==> config.mk <==
export PLATFORM = sky130hd
export DESIGN_NAME = sprite_anim_scheduler
export DESIGN_NICKNAME = d
export VERILOG_FILES = /design/src/rtl/sprite_anim_pkg.sv /design/src/rtl/sprite_anim_prescaler.sv /design/src/rtl/sprite_anim_scheduler.sv
export SDC_FILE = /design/constraint.sdc
export NUM_CORES = 1
export LEC_CHECK = 0
export CAP_MARGIN = 10
export CORE_UTILIZATION = 60
export CTS_CLUSTER_DIAMETER = 80
export DETAILED_ROUTE_END_ITERATION = 10
export GPL_ROUTABILITY_DRIVEN = 0
export HOLD_SLACK_MARGIN = 0.15
export PLACE_DENSITY = 0.87
export RECOVER_POWER = 100
export SLEW_MARGIN = 20
export SYNTH_ARGS = -nofsm -noshare
export SYNTH_HDL_FRONTEND = slang
export SYNTH_HIERARCHICAL = 1
export SYNTH_SLANG_ARGS = --single-unit
==> constraint.sdc <==
create_clock -name clk -period 4 [get_ports clk]
set_input_delay 0.8 -clock clk [delete_from_list [all_inputs] [get_ports clk]]
set_output_delay 0.8 -clock clk [all_outputs]
set_load 0.05 [all_outputs]
==> src/rtl/sprite_anim_pkg.sv <==
// Shared types and reset defaults for the sprite animation scheduler.
// Optional feature macro used by the scheduler: ANIM_PINGPONG_EN (ping-pong play mode).
package sprite_anim_pkg;

  typedef enum logic [1:0] {
    ST_IDLE    = 2'd0,
    ST_RUN     = 2'd1,
    ST_RUN_REV = 2'd2,
    ST_DONE    = 2'd3
  } anim_state_e;

  localparam logic [1:0] MODE_LOOP     = 2'b00;
  localparam logic [1:0] MODE_ONESHOT  = 2'b01;
  localparam logic [1:0] MODE_PINGPONG = 2'b10;

  localparam int         DEF_FRAMES = 11;
  localparam int         DEF_HOLD   = 0;
  localparam logic [1:0] DEF_MODE   = MODE_LOOP;

  function automatic logic is_oneshot(input logic [1:0] mode);
    return mode == MODE_ONESHOT;
  endfunction

endpackage

==> src/rtl/sprite_anim_prescaler.sv <==
// Free-running animation tick prescaler; tick is a registered one-cycle pulse
// in the cycle the count sits at TICK_DIV-1. clr restarts the count at 0.
module sprite_anim_prescaler #(
  parameter int TICK_DIV = 6240000
) (
  input  logic clk,
  input  logic reset,
  input  logic clr,
  output logic tick
);

  localparam int                CNT_W = (TICK_DIV > 2) ? $clog2(TICK_DIV) : 1;
  localparam logic [CNT_W-1:0]  LAST  = CNT_W'(TICK_DIV - 1);

  logic [CNT_W-1:0] cnt;
  logic [CNT_W-1:0] cnt_nxt;

  always_comb begin
    cnt_nxt = cnt + CNT_W'(1);
    if (clr || cnt == LAST) cnt_nxt = '0;
  end

  // tick is registered from the next count so it lines up with count==LAST
  always_ff @(posedge clk or negedge reset) begin
    if (!reset) begin
      cnt  <= '0;
      tick <= 1'b0;
    end else begin
      cnt  <= cnt_nxt;
      tick <= (cnt_nxt == LAST);
    end
  end

endmodule

==> src/rtl/sprite_anim_scheduler.sv <==
// Multi-channel sprite frame sequencer driven by one shared tick prescaler.
// Define ANIM_PINGPONG_EN to enable ping-pong mode (cfg_mode 10); otherwise 10 plays as loop.
module sprite_anim_scheduler
  import sprite_anim_pkg::*;
#(
  parameter int         NUM_CH      = 4,
  parameter int         FRAME_W     = 5,
  parameter int         HOLD_W      = 4,
  parameter int         TICK_DIV    = 6240000,
  parameter logic [7:0] RESTART_KEY = 8'h2B
) (
  input  logic                       clk,
  input  logic                       reset,
  input  logic [7:0]                 keycode,
  input  logic                       press,
  input  logic                       cfg_we,
  input  logic [2:0]                 cfg_ch,
  input  logic [FRAME_W-1:0]         cfg_frames,
  input  logic [HOLD_W-1:0]          cfg_hold,
  input  logic [1:0]                 cfg_mode,
  input  logic [NUM_CH-1:0]          start,
  input  logic [NUM_CH-1:0]          stop,
  output logic [NUM_CH*FRAME_W-1:0]  frame_num,
  output logic [NUM_CH-1:0]          busy,
  output logic [NUM_CH-1:0]          done,
  output logic                       tick
);

  logic restart;
  assign restart = press && (keycode == RESTART_KEY);

  sprite_anim_prescaler #(
    .TICK_DIV (TICK_DIV)
  ) u_prescaler (
    .clk   (clk),
    .reset (reset),
    .clr   (restart),
    .tick  (tick)
  );

  for (genvar i = 0; i < NUM_CH; i++) begin : g_ch
    anim_state_e        state_q;
    logic [FRAME_W-1:0] frame_q;
    logic [HOLD_W-1:0]  hold_q;
    logic [FRAME_W-1:0] cfg_frames_q;
    logic [HOLD_W-1:0]  cfg_hold_q;
    logic [1:0]         cfg_mode_q;
    logic               done_q;
    logic [FRAME_W-1:0] last_frame;
    logic               running;

    // a frame count of 0 is treated as a single frame
    assign last_frame = (cfg_frames_q == '0) ? '0 : cfg_frames_q - FRAME_W'(1);
    assign running    = (state_q == ST_RUN) || (state_q == ST_RUN_REV);

    always_ff @(posedge clk or negedge reset) begin
      if (!reset) begin
        cfg_frames_q <= FRAME_W'(DEF_FRAMES);
        cfg_hold_q   <= HOLD_W'(DEF_HOLD);
        cfg_mode_q   <= DEF_MODE;
      end else if (cfg_we && cfg_ch == 3'(i)) begin
        cfg_frames_q <= cfg_frames;
        cfg_hold_q   <= cfg_hold;
        cfg_mode_q   <= cfg_mode;
      end
    end

    always_ff @(posedge clk or negedge reset) begin
      if (!reset) begin
        state_q <= ST_IDLE;
        frame_q <= '0;
        hold_q  <= '0;
        done_q  <= 1'b0;
      end else begin
        done_q <= 1'b0;
        if (restart) begin
          if (state_q != ST_IDLE) begin
            state_q <= ST_RUN;
            frame_q <= '0;
            hold_q  <= '0;
          end
        end else if (stop[i]) begin
          state_q <= ST_IDLE;
        end else if (start[i]) begin
          state_q <= ST_RUN;
          frame_q <= '0;
          hold_q  <= '0;
        end else if (tick && running) begin
          if (hold_q < cfg_hold_q) begin
            hold_q <= hold_q + HOLD_W'(1);
          end else begin
            hold_q <= '0;
            case (state_q)
              ST_RUN: begin
                if (frame_q < last_frame) begin
                  frame_q <= frame_q + FRAME_W'(1);
                end else if (is_oneshot(cfg_mode_q)) begin
                  state_q <= ST_DONE;
                  frame_q <= last_frame;
                  done_q  <= 1'b1;
                end
`ifdef ANIM_PINGPONG_EN
                else if (cfg_mode_q == MODE_PINGPONG) begin
                  state_q <= ST_RUN_REV;
                  frame_q <= (last_frame == '0) ? '0 : frame_q - FRAME_W'(1);
                end
`endif
                else begin
                  frame_q <= '0;
                end
              end
`ifdef ANIM_PINGPONG_EN
              ST_RUN_REV: begin
                if (frame_q != '0) begin
                  frame_q <= frame_q - FRAME_W'(1);
                end else begin
                  state_q <= ST_RUN;
                  frame_q <= (last_frame == '0) ? '0 : FRAME_W'(1);
                end
              end
`endif
              default: ;
            endcase
          end
        end
      end
    end

    assign frame_num[i*FRAME_W +: FRAME_W] = frame_q;
    assign busy[i]                         = running;
    assign done[i]                         = done_q;
  end

endmodule

* After elaboration in Yosys (flattened, before gate mapping)
Index checks and enable logic that the tools add are counted.
Storage, ports and cells: output and inout port bits 29, bits in writable memories 0, memory bits (read-only) 0, logic and storage cells 277, bits in latches 0, memories kept 0, input bits 34, register bits 116
Cells by class: div/mod/pow operators 0, add/subtract/negate cells 13, shift-type cells 0, muxes and demuxes 133, equal/unequal tests 38, $mul 0, order comparisons 8, bitwise operators 0, reductions and logical operators 55
Operator list (count):
- $mux 5 | 40
- $mux 4 | 24
- $mux 2 | 36
- $reduce_bool 4->1 | 12
- $eq 23x23->1 const B | 2
- $mux 1 | 32
- $ne 4x3->1 const B | 8
- $reduce_and 6->1 | 4
- $reduce_bool 3->1 | 8
- $add 23x1->23 const B | 1
- $mux 23 | 1
- $add 5x1->5 const B | 4
- $logic_not 5->1 | 4
- $lt 5x5->1 | 4
- $reduce_and 5->1 | 4
- $sub 5x1->5 const B | 4
- $add 4x1->4 const B | 4
- $eq 2x1->1 const B | 8
- $lt 4x4->1 | 4
- $ne 3x2->1 const B | 4
- $reduce_and 3->1 | 4
- $logic_and 1x1->1 | 9
- $eq 2x2->1 const B | 4
- $eq 8x6->1 const B | 1
- other kinds (7) | 21

* Longest topological paths before layout
Gate-level depths: netlist (run 1).
word-level depth 10, depth in mapped cells 11, depth with buffers taken out 11

* Hierarchy
The synthesis (run 1) kept the hierarchy.
Modules (own cells, without submodules):
- sprite_anim_scheduler | area an instance 5860.6 um2, cells each 597, seq. area each 2317.2 um2, times used 1
- sprite_anim_prescaler | area an instance 1338.8 um2, cells each 141, seq. area each 600.6 um2, times used 1

* Worst setup path after synthesis (run 1)
No wires, ideal clock.
path type input to register, from in keycode[6], to reg u_prescaler.tick, cell stages on the path 8, path buffers 1, arrival 2799 ps, slack 1134 ps, required time 3932 ps, setup time 68 ps, cells stage by stage and4bb_2 > nand3_1 > inv_1 > buf_2 > or4_1 > or4_1 > nor3_2 > and4_1
On the way: longest elaborated chain between the ends 5
RTL lines:
- start, declared | line sprite_anim_scheduler.sv:14 | input logic [7:0] keycode,
- $eq 8x6->1 | line sprite_anim_scheduler.sv:30 | assign restart = press && (keycode == RESTART_KEY);
- $logic_and 1x1->1 | line sprite_anim_scheduler.sv:30
- net restart | line sprite_anim_scheduler.sv:29 | logic restart;
- $logic_or 1x1->1 | line sprite_anim_prescaler.sv:20 | if (clr || cnt == LAST) cnt_nxt = '0;
- $mux 23 | line sprite_anim_prescaler.sv:20
- $eq 23x23->1 | line sprite_anim_prescaler.sv:30 | tick <= (cnt_nxt == LAST);
- end signal, assigned | line sprite_anim_prescaler.sv:30
- end, declared | line sprite_anim_prescaler.sv:9 | output logic tick
The timed path passes the listed nets, and every way through them passes these cells. A chain may end at the register's enable or synchronous reset.

* Worst setup path in the final report (run 1)
from reg g_ch[3].cfg_frames_q[0], to reg g_ch[3].state_q[0]
On the way: longest elaborated chain between the ends 5, elaborated cells between the ends (all ways) 6, those cells by class 1 x add/sub; 1 x order compare; 1 x eq/ne; 1 x mux; 2 x reduce/logical
RTL lines:
- start, declared | line sprite_anim_scheduler.sv:45 | logic [FRAME_W-1:0] cfg_frames_q;
- start signal, assigned | line sprite_anim_scheduler.sv:58 | cfg_frames_q <= FRAME_W'(DEF_FRAMES);
- start signal, assigned | line sprite_anim_scheduler.sv:62 | cfg_frames_q <= cfg_frames;
- $sub 5x1->5 or $logic_not 5->1 (tied branches) | line sprite_anim_scheduler.sv:53 | assign last_frame = (cfg_frames_q == '0) ? '0 : cfg_frames_q - FRAME_W'(1);
- $mux 5 (*) | line sprite_anim_scheduler.sv:53
- $lt 5x5->1 (*) | line sprite_anim_scheduler.sv:95 | if (frame_q < last_frame) begin
- $ne 4x3->1 (no source line) (*)
- $reduce_and 6->1 (no source line) (*)
- end signal, assigned | line sprite_anim_scheduler.sv:70 | state_q <= ST_IDLE;
- end signal, assigned | line sprite_anim_scheduler.sv:78 | state_q <= ST_RUN;
- end signal, assigned | line sprite_anim_scheduler.sv:98 | state_q <= ST_DONE;
- end, declared | line sprite_anim_scheduler.sv:42 | anim_state_e state_q;
Mark *: on every way between the ends. The rest lies on a longest branch, timed or not.

==> flow_summary.ini, run 1 <==
[critical_path]
worst-setup-path-type = reg -> reg
required_ns = 4.33
critPathCaptureType = flop
cp_data_arrival_time_ns = 3.75
cp_max_fo = 10
startpoint_type = flop

[power_and_ir_drop]
internal_power_w = 0.00290
power_w = 0.00421
pwr-share-comb_pct = 23.7
irDropWorstVdd_mv = 0.295
sequentialPowerShare_pct = 37.7
swShare_pct = 30.9
p_sw_w = 0.00130
clock_power_share_pct = 38.5
p_per_area_nw_per_um2 = 496
leakage_nw = 3.73

[grt]
grt_overflow = 0
grt_start_max_net_pins = 79
grt_usage_pct = 31.1
antenna_found_initial = 0
grt_pass1_wl_um = 30500
first_global_vias = 6347

[cts]
cts_sinks = 116
cts_setup_buffers = 0
cts_buffers = 17
cts_tree = yes
path_clk_slew_ns = 0.05
clock_path_buffers = 2
cts_hold_buf = 0
htree_levels = 4
root_buffer = clkbuf_16
ctsResizeCount = 0
clk_latency_ns = 0.42

[detailed_routing]
drc = 3
via_per_inst = 6.52
dr.pass1.iters = 9
antenna_left = 0
via_count = 6236
dr.first_iter.drc_count = 565
routed_wl_um = 18200
detail_route.wl_per_cell_um = 19.0

[timing]
rsz0062_at_grt = false
min_period_over_period_pct = 85.5
tightest_slew_ns = 1.92
skew_ns = 0.00600
hold_ws_ns = 0.502
fmax_mhz = 292
setup_violations = 0
finalCriticalPeriod_ns = 3.42
maxSlewHeadroom_pct = -27.8
setup_tns_ns = 0
finalHoldViolCount = 0
slew_violations = 79

[die]
ios = 63
dieArea_um2 = 12400
floorplan.initialDensity_pct = 62.3
core_area_um2 = 11600
rows = 39
dieHeight_um = 112
die_w_um = 112

[yosys]
yosysUniqueCellTypes = 81
synth.top_cell.area_share_pct = 36.1
yosysMostFrequentCell = dfrtp_1
synthesis.nets = 821
syn_inst = 738
synth_flop_cell = dfrtp_1
synth_area_leaders = dfrtp_1 36%, ha_1 8.5%, dfstp_2 4.4%, mux2_2 4.2%, inv_1 3.3%
synth-async-reset-ratio_pct = 100
synth_edf_count = 0
syn-cell-area_um2 = 7200
yosys.area.top_type = dfrtp_1
avgSynthCellArea_um2 = 9.76
synth_commonest_cells = 104 x dfrtp_1, 63 x inv_1, 55 x nor2_1, 49 x ha_1, 45 x nand2_1
seq_area_frac_synth_pct = 40.5
ys_seq_elements = 116
synth_warnings = 6

[placed_design]
port_buffers = 62
place_area_um2 = 7930
hpwl_um = 12900

[layout]
syn_to_final_growth_pct = 17.9
fin_nets = 884
finish.utilization_pct = 73.4
drive_gt1_share_pct = 11.2
fillerInstances = 775
stdcell_area_um2 = 8490
antenna-diode-count = 0

[status]
violations = DRC, capacitance limit, slew limit
outcome = finished, violations left

[worst_hold_path]
hp-class = reg -> reg

[job]
cap_violations = 1
-- per-stage QoR --
step / worst slack, ns / instances
global route: 0.345 / 957
finish: 0.581 / 957
global placement: 0.964 / 925
CTS: 0.893 / 957
detailed placement: 0.863 / 925
floorplan: 1.13 / 738
-- final timing paths --
path	cells past startpoint	endpoint	start	slack, ns
max	9	g_ch[3].state_q[0]	g_ch[3].cfg_frames_q[0]	0.58
min	1	u_prescaler/cnt[0]	u_prescaler/cnt[0]	0.50
max reg2reg	9	g_ch[3].state_q[0]	g_ch[3].cfg_frames_q[0]	0.58
min reg2reg	1	u_prescaler/cnt[0]	u_prescaler/cnt[0]	0.50
max in group asynchronous	2	g_ch[0].cfg_frames_q[2]	reset	1.26
min in group asynchronous	1	g_ch[3].frame_q[2]	reset	0.89
-- kinds of logic (layout without fill, tap and decap cells) --
kind of cell             count (synthesis)  after routing  share of synthesized area [%]
AO/OA/AOI/OAI                          170            170                           17.0
XOR/XNOR                                21             21                           2.66
adder cells (fa/ha/maj)                 49             49                           8.52
buffers and inverters                   87            163                           5.16
flip-flops                             116            116                           40.5
multiplexers                            42             42                           6.31
AND/OR/NAND/NOR                        253            253                           19.8
-- cell type report --
cell class / instances / area (um^2) / area share, %
Inverter: 63 / 236 / 2.79
Sequential cell: 116 / 2920 / 34.4
Multi-Input combinational cell: 535 / 3880 / 45.8
Timing Repair Buffer: 68 / 643 / 7.58
Tap cell: 143 / 179 / 2.11
Clock inverter: 10 / 153 / 1.80
Clock buffer: 22 / 474 / 5.59
-- registers in the layout, indices dropped and copies added, names as in the netlist --
name,count
u_prescaler/cnt,23
g_ch.hold_q,16
g_ch.frame_q,20
g_ch.cfg_mode_q,8
u_prescaler/tick,1
g_ch.cfg_hold_q,16
g_ch.state_q,8
g_ch.cfg_frames_q,20
g_ch.done_q,4
-- critical path, cell delays in order (launching register included) --
cell and delay, ns:
dfstp_2 0.57, inv_1 0.06, ha_1 0.23, nor4b_1 0.18, or2_2 0.30, ha_1 0.29
o2111ai_1 0.09, o21ai_0 1.02, a2111oi_0 0.29, a211oi_1 0.28
-- layer usage --
layer / wire length [um] / global-route usage (%)
met1: 7180 / 35.9
met2: 9180 / 53.2
met3: 1130 / 6.21
met4: 707 / 19.4
met5: 0 / 0
-- power groups by stage --
stage / clock network, W / registers [W] / logic, W
floorplan: 0 / 0.00153 / 0.000753
global placement: 0 / 0.00157 / 0.000921
detailed placement: 0 / 0.00160 / 0.000983
CTS: 0.00163 / 0.00158 / 0.00100
global route: 0.00169 / 0.00161 / 0.00112
finish: 0.00162 / 0.00159 / 0.000999
-- cells in the final DEF, fill, tap and decap left out, types with 15 or more instances in the layout --
cell type / netlist / routed
nand2_1: 45 / 45
mux2i_1: 15 / 15
nand2b_1: 15 / 15
a21oi_1: 20 / 20
nand3_1: 33 / 33
nor3_1: 17 / 17
dfrtp_1: 104 / 104
nor2_1: 55 / 56
clkbuf_16: 0 / 17
mux2_2: 27 / 27
dlygate4sd3_1: 0 / 32
o21ai_0: 36 / 37
inv_1: 63 / 63
clkdlybuf4s50_1: 0 / 29
ha_1: 49 / 49
(Power assumes the default switching activity.)
==> run 2, diff against run 1 <==
--- a/config.mk
+++ b/config.mk
@@ -10,7 +10,6 @@
 export CTS_CLUSTER_DIAMETER = 80
 export DETAILED_ROUTE_END_ITERATION = 10
 export GPL_ROUTABILITY_DRIVEN = 0
-export HOLD_SLACK_MARGIN = 0.15
 export PLACE_DENSITY = 0.87
 export RECOVER_POWER = 100
 export SLEW_MARGIN = 20
==> results of run 2 <==
No change in the layout: final DEF, timing and power equal those of run 1.
==> edit, RTL diff (config.mk and constraints of run 1) <==
The option `ANIM_PINGPONG_EN` is turned on by a define.
--- a/src/rtl/sprite_anim_scheduler.sv
+++ b/src/rtl/sprite_anim_scheduler.sv
@@ -1,4 +1,6 @@
 // Multi-channel sprite frame sequencer driven by one shared tick prescaler.
 // Define ANIM_PINGPONG_EN to enable ping-pong mode (cfg_mode 10); otherwise 10 plays as loop.
+`define ANIM_PINGPONG_EN
+
 module sprite_anim_scheduler
   import sprite_anim_pkg::*;
Function: no difference found for any inputs over 4 cycles, from zero or initial values and one cycle with reset low; that may be too few to reach the edited logic, so the function may still have changed.
==> edit against run 1 <==
- the run ends with capacitance limit, slew limit left
- worst setup slack got worse by 0.23 ns
- area after synthesis rose by 15%
- cell area rose by 12%
- first-iteration DRC count increased by 50%
- utilization fell by 2.1 points
- global-route usage decreased by 1.5 points
- routed wire length is 11% higher
- total power grew 22%
- sequential cell count is the same
- critical path type is now in -> reg
- critical endpoint is now g_ch[2].frame_q[0]
==> edit: results (changes against run 1) <==
- Status: complete, but fails checks (unchanged)
- Failing checks: capacitance limit, slew limit (was DRC, capacitance limit, slew limit)
- Largest net degree at the start of global routing: 62 (was 79)
- Slew Viols, Final: 61 (was 79)
- Number of max-cap violations: 1 (unchanged)
- Synth top cells by count: dfrtp_1 (104), nand2_1 (77), nor2_1 (76) (was dfrtp_1 (104), inv_1 (63), nor2_1 (55))
- Area of the multi-input gates: 4910 sq um (was 3880 sq um)
- Final nets: 1050 (was 884)
- Pwr Total: 5.12 mW (was 4.21 mW)
- Normalized max-slew margin: -0.0626 (was -0.278)
- Critical path fanouts, max: 11 (was 10)
- Initial DRC count: 846 (was 565)
- R2R depth: 11 (was 9)
- Slowest cell on the critical path: clkbuf_1 (was o21ai_0)
- Clock power frac: 0.295 (was 0.385)
- Post-synthesis compound-gate area fraction: 0.183 (was 0.170)
- R2r startpoint: g_ch[0].cfg_frames_q[0] (was g_ch[3].cfg_frames_q[0])
- Peak VDD IR: 0.327 mV (was 0.295 mV)
- Post-synthesis mux area share: 0.0520 (was 0.0631)
- Vias in the first global route: 6900 (was 6347)
- Worst Skew: 0.00883 ns (was 0.00600 ns)
- Post-DP HPWL: 14.1 mm (was 12.9 mm)
- DR vias: 7178 (was 6236)
- Post-synthesis xor/xnor area fraction: 0.0357 (was 0.0266)
- Netlist cell types: 96 (was 81)
- Area contributors post-synth: dfrtp_1 (31%), ha_1 (9.8%), dfstp_2 (3.8%), mux2_2 (3.7%), nand2_1 (3.5%) (was dfrtp_1 (36%), ha_1 (8.5%), dfstp_2 (4.4%), mux2_2 (4.2%), inv_1 (3.3%))
- Worst hold start: g_ch[0].cfg_frames_q[1] (was u_prescaler/cnt[0])
-- edit: cell types whose count changed in the layout (fill, tap and decap cells not counted), sizes merged, moves of 8 or more --
| cell | before | now |
|---|---|---|
| nor2 | 56 | 76 |
| a2bb2oi | 9 | 1 |
| mux2i | 15 | 3 |
| o41ai | 1 | 10 |
| ha | 49 | 65 |
| nand2 | 46 | 78 |
| a21oi | 20 | 28 |
| o21ai | 37 | 63 |
| nand2b | 15 | 31 |
| nor3 | 18 | 37 |
-- edit: stage by stage --
step | setup slack [ns] | std cells | hold WS [ns]
4_1_cts | 0.733 | 1140 | 0.504
3_3_place_gp | 0.736 | 1108 | 0.487
2_1_floorplan | 1.06 | 896 | 0.465
6_report | 0.350 | 1140 | 0.518
3_5_place_dp | 0.686 | 1108 | 0.495
5_1_grt | 0.261 | 1140 | 0.533
-- edit: worst max path at each step --
stage | cells past startpoint | start | to | slack, ns
finish | 10 | keycode[6] | g_ch[2].frame_q[0] | 0.35
global route | 10 | keycode[6] | g_ch[2].frame_q[0] | 0.26
CTS | 12 | g_ch[2].cfg_frames_q[0] | g_ch[2].frame_q[0] | 0.73
detailed placement | 9 | keycode[6] | u_prescaler/tick | 0.69
global placement | 9 | keycode[6] | u_prescaler/tick | 0.74
floorplan | 11 | g_ch[0].cfg_frames_q[0] | g_ch[0].state_q[0] | 1.06
-- edit: layer usage --
metal	GRT usage	vias to the layer above	share of wire
li1	-	3365	-
met1	0.368	3455	0.42
met2	0.500	302	0.49
met3	0.0689	56	0.065
met4	0.111	0	0.023
met5	0	-	0
-- edit: layout make-up --
class,instances,share of cell area
flip-flops and latches,116,0.307
clock inverters,11,0.0143
clock buffers,21,0.0463
well taps,176,0.0231
repair buffers,69,0.0691
inverters,62,0.0245
multi-input cells,685,0.516
